File: config.mk
export PLATFORM = sky130hd
export DESIGN_NAME = cw_capture_ctrl
export DESIGN_NICKNAME = d
export VERILOG_FILES = /design/src/rtl/cw_capture_ctrl.sv
export SDC_FILE = /design/constraint.sdc
export NUM_CORES = 1
export LEC_CHECK = 0
export CAP_MARGIN = 15
export CORE_MARGIN = 2
export CORE_UTILIZATION = 55
export CTS_CLUSTER_DIAMETER = 80
export DETAILED_ROUTE_END_ITERATION = 10
export PLACE_DENSITY_LB_ADDON = 0.05
export SETUP_SLACK_MARGIN = 0.15
export SLEW_MARGIN = 10
export SYNTH_ARGS = -nofsm -noshare
export SYNTH_HDL_FRONTEND = slang
export SYNTH_SLANG_ARGS = --single-unit
File: constraint.sdc
create_clock -name trig_clk -period 8.5 [get_ports trig_clk]
set_input_delay 0.85 -clock trig_clk [delete_from_list [all_inputs] [get_ports trig_clk]]
set_output_delay 0.85 -clock trig_clk [all_outputs]
set_load 0.02 [all_outputs]
File: src/rtl/cw_capture_ctrl.sv
// cw_capture_ctrl: trace-RAM capture sequencer (arm, pre-fill, circular trigger wait, post count, done).
// Define CW_CAPTURE_QUAL_EN to honour sample_qual as a per-sample storage qualifier.
module cw_capture_ctrl #(
  parameter int DEPTH_LOG2 = 10
) (
  input  logic        trig_clk,
  input  logic        trig_rstn,
  input  logic        arm,
  input  logic        abort,
  input  logic [15:0] pre_len,
  input  logic        trig_hit,
  input  logic        sample_qual,
  output logic        wt_ce,
  output logic        wt_en,
  output logic [15:0] wt_addr,
  output logic [15:0] trig_addr,
  output logic [15:0] start_addr,
  output logic [1:0]  state,
  output logic        triggered,
  output logic        done,
  output logic        wrapped
);
  localparam int AW = DEPTH_LOG2;
  localparam logic [AW-1:0] AMAX = '1;
  typedef enum logic [2:0] {S_IDLE, S_PRE, S_WAIT, S_POST, S_DONE} state_t;
  state_t fsm_q, fsm_d, ph;
  logic [AW-1:0] ptr_q, ptr_d, cnt_q, cnt_d, pre_q, pre_d, addr_q, addr_d;
  logic [AW-1:0] taddr_q, taddr_d, saddr_q, saddr_d;
  logic [AW-1:0] pre_new, pe, ptr, cnt, cnt_n;
  logic [1:0] st_q, st_d;
  logic ce_q, ce_d, en_q, en_d, trg_q, trg_d, done_q, done_d, wrap_q, wrap_d;
  logic qual, arm_acc, abt, act, go, hit, last;
`ifdef CW_CAPTURE_QUAL_EN
  assign qual = sample_qual;
`else
  logic unused_qual;
  assign qual = 1'b1;
  assign unused_qual = sample_qual;
`endif
  // ph is the phase that owns the sample presented this cycle; an accepted
  // arm makes that very sample the first write of the new capture.
  always_comb begin
    arm_acc = arm & (fsm_q == S_IDLE || fsm_q == S_DONE);
    abt = abort & (fsm_q inside {S_PRE, S_WAIT, S_POST});
    pre_new = (pre_len > 16'(AMAX)) ? AMAX : pre_len[AW-1:0];
    pe = arm_acc ? pre_new : pre_q;
    ph = arm_acc ? ((pre_new == '0) ? S_WAIT : S_PRE) : fsm_q;
    ptr = arm_acc ? '0 : ptr_q;
    cnt = arm_acc ? '0 : cnt_q;
    cnt_n = cnt + 1'b1;
    act = (ph inside {S_PRE, S_WAIT, S_POST}) & ~abt;
    go = act & qual;
    hit = go & (ph == S_WAIT) & trig_hit;
    last = (ph == S_PRE) ? (cnt_n == pe) : (cnt_n == AMAX - pe);
    fsm_d = abt ? S_IDLE
          : hit ? ((pe == AMAX) ? S_DONE : S_POST)
          : (go && ph != S_WAIT && last) ? ((ph == S_PRE) ? S_WAIT : S_DONE)
          : ph;
    cnt_d = (go && ph != S_WAIT) ? (last ? '0 : cnt_n) : (hit ? '0 : cnt);
    ptr_d = go ? ptr + 1'b1 : ptr;
    addr_d = go ? ptr : (arm_acc ? '0 : addr_q);
    pre_d = pe;
    en_d = go;
    ce_d = act;
    st_d = act ? ph[1:0] : 2'd0;
    done_d = (fsm_q == S_DONE) & ~arm_acc;
    trg_d = hit | (trg_q & ~arm_acc);
    taddr_d = hit ? ptr : (arm_acc ? '0 : taddr_q);
    saddr_d = hit ? ptr - pe : (arm_acc ? '0 : saddr_q);
    wrap_d = (go & ~arm_acc & (addr_q == AMAX)) | (wrap_q & ~arm_acc);
  end
  always_ff @(posedge trig_clk or negedge trig_rstn)
    if (!trig_rstn) begin
      fsm_q <= S_IDLE;
      ptr_q <= '0;
      cnt_q <= '0;
      pre_q <= '0;
      addr_q <= '0;
      taddr_q <= '0;
      saddr_q <= '0;
      st_q <= '0;
      ce_q <= 1'b0;
      en_q <= 1'b0;
      trg_q <= 1'b0;
      done_q <= 1'b0;
      wrap_q <= 1'b0;
    end else begin
      fsm_q <= fsm_d;
      ptr_q <= ptr_d;
      cnt_q <= cnt_d;
      pre_q <= pre_d;
      addr_q <= addr_d;
      taddr_q <= taddr_d;
      saddr_q <= saddr_d;
      st_q <= st_d;
      ce_q <= ce_d;
      en_q <= en_d;
      trg_q <= trg_d;
      done_q <= done_d;
      wrap_q <= wrap_d;
    end
  assign wt_ce = ce_q;
  assign wt_en = en_q;
  assign wt_addr = 16'(addr_q);
  assign trig_addr = 16'(taddr_q);
  assign start_addr = 16'(saddr_q);
  assign state = st_q;
  assign triggered = trg_q;
  assign done = done_q;
  assign wrapped = wrap_q;
endmodule

==> impl_metrics.yaml, run 1 <==
global_routing:
  grt_pass1_wl_um: 15460
  grt_use_total_pct: 25.65
  antenna_found_initial: 0
  grt.overflow.total: 0
  grt_max_degree: 70
  grt_pass1_vias: 3152
cts:
  cts_root_buf: "clkbuf_8"
  cts_tree: "done"
  clk_latency_ps: 350
  cts_buffer_depth: 2
  cts.sinks: 69
  htreeDepth: 3
  post_cts_resized: 0
  clk_pin_slew_ps: 70
  cts-buffers-inserted: 9
  cts_setup_buffers: 0
  hold_buffers: 0
placement:
  gp_congestion: 0.8634
  portBuffers: 57
  placed_area_sq_mm: 0.004571
  dp.cells: 574
  dp.final_hpwl_um: 6785
route:
  drt_iter0_markers: 211
  drc_errors: 0
  drt-wirelength-per-cell_um: 15.86
  wirelength_um: 9356
  drtPass1Iterations: 5
  vias: 3240
  vias_per_cell: 5.492
  drtAntennaViolNets: 0
sta:
  setup-tns-final_ps: 0
  slew_headroom_pct: 42.78
  finalHoldViolations: 0
  fin_skew_ps: 7.640
  rsz0062_at_grt: "false"
  finalCritPeriodShare_pct: 51.96
  worstMarginPinSlew_ps: 858.3
  post-route-min-period_ps: 4416
  setup_viol: 0
  finalMaxSlewViolations: 0
  max_freq_mhz: 226.4
synth:
  synth_edf_count: 0
  synthArstFlopShare_pct: 100.0
  avgSynthCellArea_sq_um: 9.131
  ys_ff_latch: 69
  synth.largest_area_cell: "dfrtp_1"
  ys_warn_count: 0
  synth_cells: 440
  ys_seq_area_share_pct: 42.98
  yosys-top-cells-area: "dfrtp_1 (43%), nand2_1 (6.4%), xnor2_1 (4.1%)"
  syn_area_sq_mm: 0.004018
  synth_cell_types: 56
  synth_top_area_share_pct: 42.98
  synthFlopType: "dfrtp_1"
floorplan:
  core_sq_mm: 0.007176
  die-area_sq_mm: 0.008004
  die_y_um: 89.47
  rows: 31
  ios: 77
  initial_utilization_pct: 55.99
  die_x_um: 89.47
critical_path:
  start_kind: "primary input"
  critPathKind: "in2reg"
  worstPathArrival_ps: 4640
  cp_max_fo: 41
  cp.required_ps: 8720
  critPathCaptureType: "register"
power_and_ir_drop:
  p_per_area_mw_per_mm2: 182.9
  static-leakage-power_uw: 0.002068
  irDropWorstVdd_mv: 0.1392
final_layout:
  antennaDiodeCount: 0
  fin_cells: 590
  fin_nets: 521
  stdcell_area_sq_mm: 0.004737
  drive_gt1_share_pct: 7.128
  area_delta_synth_final_pct: 17.91
status:
  outcome: "finished, final reports clean"
run:
  max_cap_viol_count: 0
min_path:
  hold_path_class: "reg2reg"
## through the flow
stage / hold slack, ps / total power (uW) / util, % / setup slack [ps]
4_1_cts: 497.5 / 870.3 / 66.02 / 4144
3_3_place_gp: 467.1 / 627.6 / 63.70 / 3793
5_1_grt: 531.7 / 917.7 / 66.02 / 3854
6_report: 490.3 / 866.3 / 66.02 / 4084
3_5_place_dp: 473.4 / 633.7 / 63.70 / 3785
2_1_floorplan: 497.3 / 561.2 / - / 4217
## worst paths after layout
| path | cells past startpoint | from | end | slack (ps) |
|---|---|---|---|---|
| worst max-delay path | 14 | arm | saddr_q[8] | 4080 |
| worst max register to register | 13 | fsm_q[1] | saddr_q[8] | 4700 |
| worst min-delay path | 2 | triggered | triggered | 490 |
| max in group asynchronous | 2 | trig_rstn | saddr_q[1] | 7250 |
| min in group asynchronous | 2 | trig_rstn | state[0] | 680 |
| worst min register to register | 2 | triggered | triggered | 490 |
## cells in the mapped netlist, types with 2 or more instances
cell type	number
a211o_1	5
or4_4	2
and2_1	6
nor3_1	7
clkbuf_1	20
a21o_1	5
nor4_1	7
nand4_1	6
ha_1	12
o22a_1	2
xnor3_1	2
inv_1	25
o21bai_1	6
o21ai_0	22
or3_1	7
o21ai_1	2
nor4b_1	2
nand3_1	18
and4_1	2
or2_2	5
xor2_1	10
dfrtp_1	69
a31oi_1	2
o22ai_1	6
nand2_1	69
or4_1	5
xnor2_1	19
nand2b_1	4
nor2_1	14
a21oi_1	24
buf_2	2
o211ai_1	2
mux2i_1	3
buf_4	19
and3_1	7
o32ai_1	2
## sequential cells by signal (all words and copies together) (netlist names), 2 cells and up
signal,count
state,2
saddr_q,10
taddr_q,10
ptr_q,10
cnt_q,10
fsm_q,3
addr_q,10
pre_q,10
## critical path, stage by stage
cell,delay [ps]
clkdlybuf4s50_1,600
or3b_1,470
buf_4,300
or3_1,540
o22ai_1,290
ha_1,320
a21o_1,190
a21oi_1,220
o21bai_1,80
a21oi_1,220
o21bai_1,100
a21oi_1,170
xor2_1,180
o21ai_0,90
## per-layer routing
layer	GRT usage, %	share of wire [%]	up-vias
met5	0	0	-
met4	8.141	1.7	0
met3	6.094	6.7	12
met2	39.19	45	108
met1	36.30	47	1544
li1	-	-	1576
## where the power goes
group / switching (uW) / internal, uW / total, uW / leakage [uW]
Combinational: 146 / 92.9 / 239 / 0.00110
Sequential: 32.8 / 357 / 389 / 0.000890
Clock: 132 / 105 / 238 / 0.0000824
## cells by family (layout without fill, tap and decap cells)
family                     Yosys count  in the layout  share of synthesized area (%)
muxes                                4              4                          1.028
AOI/OAI and AO/OA                   90             90                          15.35
adders and majority gates           13             13                          4.235
DFF                                 69             69                          42.98
buffers and inverters               68            102                          8.377
other                                1             18                        0.09334
xor gates and xnor gates            31             31                          7.443
and+or+nand+nor                    164            164                          20.49
## final cells by class
type | instances | area (sq um)
multi-input cells | 320 | 2031
clock buffers | 10 | 127.6
well taps | 99 | 123.9
inverters | 25 | 93.84
repair buffers | 61 | 595.6
fillers | 621 | 2439
clock inverters | 6 | 38.79
flip-flops and latches | 69 | 1727
## cell usage in the layout, fill, tap and decap left out, drive strengths merged, types with 2 or more instances in the layout
master and instances:
nand2 69, dfrtp 69, clkdlybuf4s50 56, inv 26, o21ai 26, a21oi 24
xnor2 19, nand3 18, conb 18, nor2 14, ha 12, xor2 10
clkbuf 10, nor4 7, or3 7, nor3 7, and3 7, or4 7
o21bai 6, o22ai 6, and2 6, nand4 6, or2 5, a211o 5
a21o 5, buf 5, nand2b 4, mux2i 3, clkinv 3, o22a 2
nor4b 2, and4 2, xnor3 2, o32ai 2, a31oi 2, o211ai 2
clkinvlp 2, nor3b 2, a211oi 2
Note: power is estimated with default switching activity, not from simulation.
==> inputs of run 2 (changes only) <==
- CORE_UTILIZATION: 55 -> 52
- clock period: 8.5 -> 4.6 ns (I/O delays scaled with it)
==> run 2 against run 1 <==
  * Critical path depth down 2
  * Utilization down 2.2 points
  * Clock skew up 2.0 ps
  * Global-route usage down 1.1 points
  * Wire length up 4.9%
  * Clock-buffer cell count unchanged
  * Register-to-register slack worse by 3800 ps
  * Combinational power up 90%
  * Clock power up 140%
  * Critical path type unchanged
==> impl_metrics.yaml, run 2 (synthesis results as in run 1) <==
final_layout:
  area_delta_synth_final_pct: 20.74
  fin_cells: 599
  mostFrequentLayoutCells: "nand2_1 (69), dfrtp_1 (69), clkdlybuf4s50_1 (56)"
  antennaDiodeCount: 0
  fin_nets: 527
  drive_gt1_share_pct: 8.451
  utilization_pct: 63.77
global_routing:
  grt_use_total_pct: 24.51
  grt_pass1_wl_um: 16170
  antenna_found_initial: 0
  grt_pass1_vias: 3265
  grt.overflow.total: 0
  grt_max_degree: 70
floorplan:
  die_x_um: 91.90
  die-area_sq_mm: 0.008446
  die_y_um: 91.90
  initial_utilization_pct: 52.81
  core_sq_mm: 0.007607
  ios: 77
  rows: 32
cts:
  hold_buffers: 0
  cts_root_buf: "clkbuf_8"
  cts-buffers-inserted: 9
  htreeDepth: 3
  cts_tree: "done"
  cts.sinks: 69
  post_cts_resized: 0
  clk_latency_ps: 360
  cts_setup_buffers: 0
  clk_pin_slew_ps: 80
  cts_buffer_depth: 2
run:
  max_cap_viol_count: 0
placement:
  gp_congestion: 0.8842
  portBuffers: 57
  dp.cells: 583
  dp.final_hpwl_um: 7166
route:
  drt-wirelength-per-cell_um: 16.38
  drtPass1Iterations: 4
  vias: 3329
  vias_per_cell: 5.558
  drtAntennaViolNets: 0
  drt_iter0_markers: 177
  drc_errors: 0
  wirelength_um: 9813
power_and_ir_drop:
  static-leakage-power_uw: 0.002128
  power_frac_seq_pct: 41.2
  power.switching_uw: 582.0
  swShare_pct: 33.37
  irDropWorstVdd_mv: 0.2048
  comb_power_share_pct: 26.0
  clockPowerShare_pct: 32.8
  p_per_area_mw_per_mm2: 359.5
  p_int_uw: 1162
sta:
  slew_headroom_pct: 42.88
  rsz0062_at_grt: "false"
  finalMaxSlewViolations: 0
  post-route-min-period_ps: 3925
  max_freq_mhz: 254.8
  worstMarginPinSlew_ps: 856.8
  finalHoldViolations: 0
  fin_skew_ps: 9.600
  finalCritPeriodShare_pct: 85.33
  setup-tns-final_ps: 0
  setup_viol: 0
status:
  outcome: "finished, final reports clean"
critical_path:
  critical_path.max_stage_delay_ps: 580
  cp_max_fo: 13
  path_cells: "clkdlybuf4s50_1 > or3b_1 > and2_1 > ha_1 > and3_1 > and2_1 > a21oi_1 > xnor2_1 > or4_4 > a211oi_2 > nand2b_1 > o22ai_1"
  critPathKind: "in2reg"
  start_kind: "primary input"
  critPathCaptureType: "register"
  slowest_stage: "clkdlybuf4s50_1"
  worstPathArrival_ps: 4150
  cp.required_ps: 4830
  path_common_cell: "and2_1"
min_path:
  hold_path_class: "in2async"
run 2: cell types whose count changed in the layout (fill, tap and decap cells not counted), sizes merged:
| cell | delta |
|---|---|
| clkinv | -1 |
| bufinv | +2 |
| clkinvlp | -1 |
| buf | +6 |
run 2: metrics by stage:
step	worst slack (ps)	cell area (sq um)	hold WS, ps	total power (uW)
floorplan	661.8	4081	164.4	1037
global placement	402.5	4619	464.8	1169
detailed placement	359.4	4619	469.3	1181
CTS	692.0	4851	336.3	1752
global route	495.9	4851	357.3	1843
finish	674.8	4851	287.5	1744
run 2: area by class of cell:
class / count / area (sq um)
clock inverter: 6 / 93.84
tap: 102 / 127.6
inverter: 25 / 93.84
multi-input combinational: 320 / 2031
sequential: 69 / 1727
timing repair buffer: 67 / 640.6
clock buffer: 10 / 137.6
fill: 645 / 2756
run 2: metal layers:
layer	vias to the layer above	wire length [um]	track usage (%)
li1	1596	-	-
met4	0	89	7.090
met5	-	0	0
met2	104	4682	39.46
met3	8	667	5.259
met1	1621	4375	33.62
run 2: power by group through the flow:
stage	registers [uW]	clock network, uW	logic, uW
2_1_floorplan	728	0	309
3_3_place_gp	728	0	441
3_5_place_dp	730	0	451
4_1_cts	718	580	454
5_1_grt	727	612	504
6_report	719	572	454
run 2: worst max-delay path, delay by kind of cell:
| kind | cells | cell delay (ps) |
|---|---|---|
| simple gates | 6 | 2010 |
| compound gates | 3 | 800 |
| buf+inv | 1 | 580 |
| fa+ha+maj | 1 | 200 |
| xor+xnor | 1 | 110 |
run 2: path summary, 6_finish.rpt:
| path | from | end | slack, ps | cells after the start |
|---|---|---|---|---|
| worst max-delay path | arm | cnt_q[1] | 670 | 12 |
| min in group trig_clk | triggered | triggered | 490 | 2 |
| worst min register to register | triggered | triggered | 490 | 2 |
| worst max register to register | fsm_q[1] | cnt_q[1] | 870 | 11 |
| worst min-delay path | trig_rstn | state[0] | 290 | 2 |
| max in group asynchronous | trig_rstn | state[1] | 3750 | 2 |
==> inputs of run 3 (changes only) <==
- CORE_MARGIN: 2 -> 3
- SLEW_MARGIN: 10 -> 25
==> run 3 against run 2 <==
  * Total power down 4.4%
  * Design area down 0.77%
  * Worst hold slack worse by 190 ps
  * Non-clock buffer count up 1
  * Critical path depth up 1
  * First-iteration DRC count up 38%
  * Worst setup slack better by 9.2 ps
  * Critical endpoint is now saddr_q[9]
==> impl_metrics.yaml, run 3 (synthesis results as in run 1) <==
status:
  outcome: "finished, final reports clean"
global_routing:
  grt_use_total_pct: 23.75
  grt_max_degree: 48
  grt.overflow.total: 0
  grt_pass1_wl_um: 16140
  grt_pass1_vias: 3290
  antenna_found_initial: 0
power_and_ir_drop:
  comb_power_share_pct: 27.5
  p_per_area_mw_per_mm2: 346.4
  clockPowerShare_pct: 29.1
  power.switching_uw: 580.2
  swShare_pct: 34.80
  power_frac_seq_pct: 43.4
  static-leakage-power_uw: 0.002113
  p_int_uw: 1087
  irDropWorstVdd_mv: 0.1747
cts:
  cts_buffer_depth: 2
  cts_setup_buffers: 0
  cts.sinks: 69
  cts_root_buf: "clkbuf_8"
  clk_pin_slew_ps: 80
  clk_latency_ps: 350
  cts-buffers-inserted: 9
  htreeDepth: 3
  cts_tree: "done"
  hold_buffers: 0
  post_cts_resized: 0
route:
  drtPass1Iterations: 5
  vias_per_cell: 5.589
  wirelength_um: 9791
  drt_iter0_markers: 244
  drtAntennaViolNets: 0
  drc_errors: 0
  vias: 3331
  drt-wirelength-per-cell_um: 16.43
final_layout:
  multi_input_area_sq_mm: 0.002031
  stdcell_area_sq_mm: 0.004813
  mostFrequentLayoutCells: "nand2_1 (69), dfrtp_1 (69), clkdlybuf4s50_1 (56)"
  fillers: 620
  drive_gt1_share_pct: 8.451
  area_delta_synth_final_pct: 19.81
  seq_area_sq_mm: 0.001727
  antennaDiodeCount: 0
  fin_cells: 596
  fin_nets: 528
placement:
  placed_area_sq_mm: 0.004626
  dp.final_hpwl_um: 7208
  portBuffers: 57
  dp.cells: 581
  gp_congestion: 0.8632
floorplan:
  die_x_um: 93.90
  ios: 77
  initial_utilization_pct: 54.52
  die_y_um: 93.90
  core_sq_mm: 0.007370
  rows: 31
  die-area_sq_mm: 0.008817
critical_path:
  cp_max_fo: 30
  critPathKind: "in2reg"
  critPathCaptureType: "register"
  start_kind: "primary input"
  worstPathArrival_ps: 4140
  cp.required_ps: 4830
sta:
  finalCritPeriodShare_pct: 85.13
  max_freq_mhz: 255.4
  worstMarginPinSlew_ps: 915.4
  setup_viol: 0
  rsz0062_at_grt: "false"
  finalMaxSlewViolations: 0
  finalHoldViolations: 0
  slew_headroom_pct: 38.98
  fin_skew_ps: 11.45
  post-route-min-period_ps: 3916
  setup-tns-final_ps: 0
min_path:
  hold_path_class: "in2async"
run:
  max_cap_viol_count: 0
==> run 3: changes by cell type in the layout (fill, tap and decap cells not counted) <==
cell        change
buf_4           +2
clkinv_4        -2
clkinvlp_4      +1
clkinv_2        +2
bufinv_16       -1
clkbuf_8        -1
buf_2           -1
==> run 3: critical path: stages <==
cell	delay, ps
clkdlybuf4s50_1	580
or3b_1	520
buf_4	310
or4_1	570
o21ai_2	160
ha_1	280
a21o_1	170
a21o_1	190
a21oi_1	150
o21bai_1	110
a31oi_1	340
o21a_1	180
o211ai_1	110
==> run 3: layer usage <==
layer / global-route usage (%) / share of wire, % / vias up
met5: 0 / 0 / -
met4: 10.95 / 1.9 / 0
met3: 4.407 / 6.6 / 15
met2: 34.71 / 44 / 127
met1: 34.09 / 47 / 1601
li1: - / - / 1588
==> run 3: final timing paths <==
kind	start	end	slack, ps	cells after the start
min	trig_rstn	pre_q[8]	100	1
max reg2reg	fsm_q[1]	saddr_q[9]	870	12
min in group trig_clk	triggered	triggered	490	2
max	arm	saddr_q[9]	680	13
max in group asynchronous	trig_rstn	pre_q[6]	3730	2
min reg2reg	triggered	triggered	490	2
==> run 3: cell type report <==
cell class	count	area share, %
timing repair buffer	68	13.52
inverter	25	1.950
sequential	69	35.87
tap	99	2.573
multi-input combinational	320	42.19
clock buffer	9	2.573
clock inverter	6	1.326
==> run 3: through the flow <==
stage	hold WS (ps)	total power [uW]	worst slack [ps]	util [%]
floorplan	164.4	1037	661.8	-
global placement	466.0	1178	366.8	62.73
detailed placement	476.4	1191	350.0	62.77
CTS	124.8	1678	728.0	65.31
global route	140.9	1757	482.9	65.31
finish	95.35	1667	684.0	65.31
==> run 3: power groups by stage <==
stage               Sequential, uW  Combinational [uW]  Clock [uW]
floorplan                      728                 309           0
global placement               731                 446           0
detailed placement             732                 459           0
CTS                            720                 461         497
global route                   731                 508         517
finish                         723                 459         485
